===== src/rtl/log_pkg.sv =====
// Shared types for the iterative log2 block: FSM states and the rounding mode.
package log_pkg;

  typedef enum logic [1:0] {
    IDLE = 2'd0,
    SCAN = 2'd1,
    DONE = 2'd2
  } state_t;

  typedef enum logic {
    MODE_FLOOR = 1'b0,
    MODE_CEIL  = 1'b1
  } mode_t;

endpackage


===== src/rtl/clog2_iter.sv =====
// Iterative floor/ceil log2: scans the operand from the MSB down, one bit per
// cycle, and holds the result until the consumer takes it.
module clog2_iter
  import log_pkg::*;
#(
  parameter  int WIDTH = 8,
  localparam int OUT_W = $clog2(WIDTH + 1)
) (
  input  logic             clk,
  input  logic             rst,
  input  logic             in_valid,
  output logic             in_ready,
  input  logic [WIDTH-1:0] in_data,
  input  logic             in_mode,
  output logic             out_valid,
  input  logic             out_ready,
  output logic [OUT_W-1:0] out_data,
  output logic             out_zero,
  output logic             out_pow2,
  output logic             busy
);

  localparam int IDX_W = $clog2(WIDTH);
  localparam logic [IDX_W-1:0] IDX_TOP = IDX_W'(WIDTH - 1);

  state_t           state;
  state_t           state_next;
  logic [WIDTH-1:0] operand;
  mode_t            mode;
  logic [IDX_W-1:0] idx;

  logic             accept;
  logic             bit_hit;
  logic             last_bit;
  logic [WIDTH-1:0] remainder;
  logic             rem_zero;
  logic [OUT_W-1:0] result;

  assign accept    = in_valid && in_ready;
  assign bit_hit   = operand[idx];
  assign last_bit  = (idx == '0);
  // Bits above idx are already known zero, so clearing idx leaves only the tail.
  assign remainder = operand & ~(WIDTH'(1) << idx);
  assign rem_zero  = (remainder == '0);
  assign result    = OUT_W'(idx) +
                     (((mode == MODE_CEIL) && !rem_zero) ? OUT_W'(1) : OUT_W'(0));

  always_ff @(posedge clk or posedge rst) begin
    if (rst) begin
      state <= IDLE;
    end else begin
      state <= state_next;
    end
  end

  always_comb begin
    state_next = state;
    case (state)
      IDLE: if (in_valid)             state_next = SCAN;
      SCAN: if (bit_hit || last_bit)  state_next = DONE;
      DONE: if (out_ready)            state_next = IDLE;
      default:                        state_next = IDLE;
    endcase
  end

  always_comb begin
    in_ready  = (state == IDLE);
    busy      = (state != IDLE);
    out_valid = (state == DONE);
  end

  always_ff @(posedge clk or posedge rst) begin
    if (rst) begin
      operand  <= '0;
      mode     <= MODE_FLOOR;
      idx      <= IDX_TOP;
      out_data <= '0;
      out_zero <= 1'b0;
      out_pow2 <= 1'b0;
    end else begin
      if (accept) begin
        operand <= in_data;
        mode    <= mode_t'(in_mode);
        idx     <= IDX_TOP;
      end else if (state == SCAN) begin
        if (bit_hit) begin
          out_data <= result;
          out_zero <= 1'b0;
          out_pow2 <= rem_zero;
        end else if (last_bit) begin
          out_data <= '0;
          out_zero <= 1'b1;
          out_pow2 <= 1'b0;
        end else begin
          idx <= idx - IDX_W'(1);
        end
      end
    end
  end

endmodule


===== config.mk =====
export PLATFORM = sky130hd
export DESIGN_NAME = clog2_iter
export DESIGN_NICKNAME = d
export VERILOG_FILES = /design/src/rtl/log_pkg.sv /design/src/rtl/clog2_iter.sv
export SDC_FILE = /design/constraint.sdc
export NUM_CORES = 1
export LEC_CHECK = 0
export ABC_AREA = 1
export BUFFER_PORTS_ARGS = -buffer_cell sky130_fd_sc_hd__buf_2
export CORE_MARGIN = 5
export CORE_UTILIZATION = 45
export CTS_BUF_LIST = sky130_fd_sc_hd__clkbuf_4 sky130_fd_sc_hd__clkbuf_8
export DETAILED_ROUTE_END_ITERATION = 8
export GPL_ROUTABILITY_DRIVEN = 0
export PLACE_DENSITY = 0.77
export SLEW_MARGIN = 15
export SYNTH_ARGS = -nofsm -noshare
export SYNTH_HDL_FRONTEND = slang
export SYNTH_SLANG_ARGS = --single-unit

===== constraint.sdc =====
create_clock -name clk -period 2.6 [get_ports clk]
set_input_delay 0.13 -clock clk [delete_from_list [all_inputs] [get_ports clk]]
set_output_delay 0.13 -clock clk [all_outputs]
set_load 0.05 [all_outputs]

# Word-level counts from Yosys, hierarchy flattened
# Index checks and enable logic that the tools add are counted.
[word_totals] ff_bits=20 inputBits=13 elab_cells=51
[op_classes] addsub=2 magnitude_cmp=1 n_eq_ne=7 shift=1 n_mux=17 bitwise=3 reduce_logical=13
[op_table] cell="$mux 3" count=4
[op_table] cell="$reduce_and 3->1" count=3
[op_table] cell="$and 8x8->8" count=1
[op_table] cell="$logic_not 8->1" count=1
[op_table] cell="$mux 4" count=2
[op_table] cell="$ne 2x2->1 const B" count=4
[op_table] cell="$not 8->8" count=1
[op_table] cell="$shl 1x3->8 const A" count=1
[op_table] cell="$mux 1" count=6
[op_table] cell="$mux 2" count=3
[op_table] cell="$pmux 2 s3" count=1
[op_table] cell="$reduce_bool 2->1" count=3
[op_table] cell="$add 3x1->4" count=1
[op_table] cell="$lt 3x4->1 const B" count=1
[op_table] cell="$bmux 1 s3" count=1
[op_table] cell="$logic_not 3->1" count=1
[op_table] cell="$sub 3x1->3 const B" count=1
[op_table] cell="$eq 2x1->1 const B" count=1
[op_table] cell="$eq 2x2->1 const B" count=1
[op_table] cell="$logic_and 1x1->1" count=2
[op_table] cell="$logic_not 2->1" count=1
[op_table] cell="$ne 2x1->1 const B" count=1
[op_table] cell="$logic_not 1->1" count=1
[op_table] cell="$logic_or 1x1->1" count=1
[op_table] cell="$not 1->1" count=1

# Longest topological paths before layout
[depth] ltp_word=9 depth_mapped=14

# Least setup slack after synthesis
# OpenSTA, ideal clock, no wires.
[synth_path] path_type="register to register" from="register idx[0]" to="register out_data[2]" t_arrival_ns=1.840 required_time_ns=2.482 setup_slack_ns=0.642 stages_incl_launch_ff=15 path_buffers=1 period_less_slack_ns=1.958 path_cell_list="dfstp_2 > buf_6 > inv_6 > ha_1 > nand2_4 > nand2_1 > nand4_1 > nor2_1 > nor2_1 > ha_1 > ha_1 > xnor2_1 > nor2_1 > nand3_1 > nand2_1"
[synth_between] elab_chain_len=9 word_cells_on_any_way=14 cone_classes="add/sub (1); shift (1); mux (4); bitwise (2); reduce/logical (6)"
[synth_lines] item="from (decl)" line_no="clog2_iter.sv:30" text="logic [IDX_W-1:0] idx;"
[synth_lines] item="from (signal assigned)" line_no="clog2_iter.sv:95" text="idx <= idx - IDX_W'(1);"
[synth_lines] item="$shl 1x3->8" line_no="clog2_iter.sv:43" text="assign remainder = operand & ~(WIDTH'(1) << idx);"
[synth_lines] item="$not 8->8" line_no="clog2_iter.sv:43"
[synth_lines] item="$and 8x8->8" line_no="clog2_iter.sv:43"
[synth_lines] item="$logic_not 8->1" line_no="clog2_iter.sv:44" text="assign rem_zero = (remainder == '0);"
[synth_lines] item="$logic_not 1->1" line_no="clog2_iter.sv:46" text="(((mode == MODE_CEIL) && !rem_zero) ? OUT_W'(1) : OUT_W'(0));"
[synth_lines] item="$logic_and 1x1->1" line_no="clog2_iter.sv:46"
[synth_lines] item="$mux 1" line_no="clog2_iter.sv:46"
[synth_lines] item="$add 3x1->4" line_no="clog2_iter.sv:45" text="assign result = OUT_W'(idx) +"
[synth_lines] item="$mux 4" line_no="clog2_iter.sv:86" text="if (bit_hit) begin"
[synth_lines] item="to (signal assigned)" line_no="clog2_iter.sv:87" text="out_data <= result;"
[synth_lines] item="to (decl)" line_no="clog2_iter.sv:17" text="output logic [OUT_W-1:0] out_data,"
# Parallel ways exist; a longest one is shown, timed or not. The select of a mux whose other input is x is not followed.
# A chain may end at the register's enable or synchronous reset.

# Worst setup path after layout
# Ends and elaborated chain as after synthesis.

==> run_results.csv <==
group,metric,value,unit
timing,fin_tns_setup,0,ns
drt,vias_per_cell,4.94,
clock_tree,cts_buffers,3,
floorplanning,ios,22,
floorplanning,initial_core_util,46.6,%
finish,final_layout_size_suffix_gt1_share,34.9,%
global_routing,grt_usage,12.7,%
yosys,syn-cell-area,1280,um^2
clock_tree,cts-root-buf,"clkbuf_4",
worst_setup_path,cpMaxStageDelayCell,"dfstp_2",
finish,fin_nets,196,
power_and_ir_drop,p_seq_share,31.3,%
run,drv_cap,0,
yosys,yosysSeqAreaShare,39.2,%
clock_tree,htree_num_levels,1,
yosys,synth.ff_latch_count,20,
drt,antenna_left,0,
timing,holdWs,0.0511,ns
clock_tree,clockBufferDepth,2,
global_routing,grt-ovfl-total,0,
worst_setup_path,critPathKind,"reg -> reg",
clock_tree,cts.sink_count,20,
worst_setup_path,endpoint_kind,"register",
global_routing,grt_max_degree,22,
yosys,synth_edf_count,0,
power_and_ir_drop,power_frac_clock,9.1,%
worst_setup_path,cp.arrival,2.46,ns
floorplanning,design.core.area,2760,um^2
power_and_ir_drop,power_frac_comb,59.6,%
place,port_buffers,21,
yosys,post-synth-top-count-cell,"nand2_1",
yosys,async_reset_ff_share,100,%
clock_tree,cts_setup_buffers,0,
drt,drtIter0Drc,35,
global_routing,antenna_found_initial,0,
status,outcome,"completed",
place,dp_hpwl,1820,um
drt,vias,1017,
worst_setup_path,cpPeakStageDelay,0.71,ns
floorplanning,die_w,63.4,um
clock_tree,cts.clk_slew.worst_paths,0.11,ns
power_and_ir_drop,power.density,1390,nW/um^2
worst_setup_path,crit_fanout,11,
power_and_ir_drop,peakVddDrop,0.000937,V
clock_tree,cts_tree,"done",
drt,route.detailed.drc,0,
timing,tightestPinTransition,0.748,ns
power_and_ir_drop,power_switching,1.04,mW
worst_setup_path,crit_chain,"ha_1, inv_1, o21ai_0, nand4_1, nor2_1, nor2_1, ha_1, ha_1, xnor2_1, nor2_1, nand3_1, nand2_1",
worst_setup_path,critPathLaunchType,"register",
yosys,netlist.area_leader.share,33.1,%
drt,wire_per_inst,11.3,um
yosys,syn_nets,172,
timing,setup_viol,0,
timing,max_freq,453,MHz
global_routing,grt_pass1_vias,973,
timing,finalMaxSlewViolations,0,
drt,drtPass1Iterations,4,
power_and_ir_drop,p_int,972,uW
timing,post-route-period-util,84.9,%
yosys,ys_warn_count,0,
floorplanning,row_count,19,
worst_setup_path,cp_num_buf_inv,1,
floorplanning,die_area,4020,um^2
worst_setup_path,crit_family,"flip-flops",
yosys,yosys-top-cells-area,"dfrtp_1 (33%), nand2_1 (13%), ha_1 (6.8%)",
timing,worst_clock_skew,0.00576,ns
yosys,yosys-top-cells-count,"nand2_1 (46), dfrtp_1 (17), nand3_1 (14), inv_1 (13), nor2_1 (9)",
power_and_ir_drop,power_leakage,0.803,nW
drt,drt_wl_total,2330,um
yosys,synth.largest_area_cell,"dfrtp_1",
floorplanning,die_h,63.4,um
finish,fill_cells,260,
clock_tree,clkLatencyLatePin,0.31,ns
finish,n_antenna_cell,0,
timing,rsz0062_at_grt,"no",
timing,max_slew_margin,50.1,%
yosys,synthFlopType,"dfrtp_1",
yosys,synth_cell_types,26,
yosys,synth_area_per_cell,8.45,um^2
worst_hold_path,hold_path.class,"in -> reg",
worst_setup_path,cp.required,2.86,ns
timing,fin_crit,2.21,ns
power_and_ir_drop,swShare,51.6,%
timing,hold_viol,0,
finish,syn_to_final_growth,12.4,%
global_routing,grt_pass1_wl,4240,um
yosys,netlist_instances,152,
==> final timing paths <==
check                           cells past startpoint                       to                 start  slack, ns
worst min-delay path                                2   operand[4]$_DFFE_PP0P_            in_data[4]       0.05
worst max-delay path                               12  out_data[2]$_DFFE_PP0P_    idx[0]$_DFFE_PP1P_       0.39
worst min register to register                      2     out_zero$_DFFE_PP0P_  out_zero$_DFFE_PP0P_       0.48
max in group asynchronous                           3   operand[4]$_DFFE_PP0P_                   rst       1.65
worst max register to register                     12  out_data[2]$_DFFE_PP0P_    idx[0]$_DFFE_PP1P_       0.39
min in group asynchronous                           3     out_pow2$_DFFE_PP0P_                   rst       0.48
==> area by class of cell <==
cell class	count	area [um^2]	area share, %
clock buffers	4	36.3	2.51
inverters	18	91.3	6.33
multi-input cells	110	648	44.9
flip-flops and latches	20	504	34.9
well taps	31	38.8	2.69
repair buffers	23	125	8.67
==> layer usage <==
metal  GRT usage, %  share of wire (%)
met5              0                  0
met4           1.56               0.51
met3           4.44                6.6
met2           22.1                 47
met1           15.3                 46
==> kinds of logic after synthesis <==
logic type	count (synthesis)	synth area share, %
AOI/OAI and AO/OA	11	6.82
and+or+nand+nor	89	33.8
adders and majority gates	7	6.82
buffers and inverters	22	10.3
xor gates and xnor gates	1	0.682
DFF	20	39.2
muxes	2	2.34
==> placed cells by master, fill, tap and decap left out <==
cell type	Yosys	layout
xnor2_1	1	1
inv_1	13	13
ha_1	7	7
nand2_1	46	46
o21ai_2	1	1
or2_2	1	1
nand4_1	2	2
inv_6	1	1
dfstp_2	3	3
nor2_2	4	4
mux2_4	2	2
inv_2	1	1
buf_2	0	21
dlygate4sd3_1	0	2
inv_4	2	2
o31ai_1	1	1
nand3_1	14	14
nand2_2	5	5
o21ai_0	1	1
nand2_4	2	2
dfrtp_1	17	17
clkbuf_4	0	3
o21ai_1	1	1
nand3_2	6	6
bufinv_8	1	1
clkbuf_8	0	1
nor2_1	9	9
a21oi_2	7	7
==> power groups by stage <==
| stage | combinational, mW | sequential [mW] | clock, mW |
|---|---|---|---|
| after detailed placement | 1.20 | 0.634 | 0 |
| after global placement | 1.18 | 0.624 | 0 |
| after floorplan | 0.967 | 0.677 | 0 |
| final | 1.20 | 0.628 | 0.182 |
| after CTS | 1.21 | 0.627 | 0.191 |
| after global routing | 1.35 | 0.651 | 0.202 |
==> flip-flops by register name, indices dropped and copies added (netlist names) <==
| name | cells |
|---|---|
| state | 2 |
| out_zero | 1 |
| mode | 1 |
| operand | 8 |
| idx | 3 |
| out_data | 4 |
| out_pow2 | 1 |
==> worst reg2reg max path, stage by stage (launching register included) <==
cell,delay (ns)
dfstp_2,0.71
ha_1,0.19
inv_1,0.04
o21ai_0,0.14
nand4_1,0.09
nor2_1,0.17
nor2_1,0.06
ha_1,0.19
ha_1,0.19
xnor2_1,0.12
nor2_1,0.11
nand3_1,0.08
nand2_1,0.06
==> through the flow <==
| step | util, % | instances | total power, mW | cell area (um^2) | worst slack [ns] |
|---|---|---|---|---|---|
| 6_report | 52.4 | 206 | 2.01 | 1440 | 0.393 |
| 3_5_place_dp | 50.3 | 200 | 1.83 | 1390 | 0.420 |
| 2_1_floorplan | - | 152 | 1.64 | 1280 | 0.642 |
| 3_3_place_gp | 50.3 | 200 | 1.80 | 1390 | 0.522 |
| 4_1_cts | 52.4 | 206 | 2.03 | 1440 | 0.389 |
| 5_1_grt | 52.4 | 206 | 2.20 | 1440 | 0.223 |
==> repair_timing <==
item | CTS | global route
hold buffers | 2 | 0
gates resized for setup | 0 | 0
hold endpoints to repair | 18 | 0
Power figures use the tool's default switching activity.
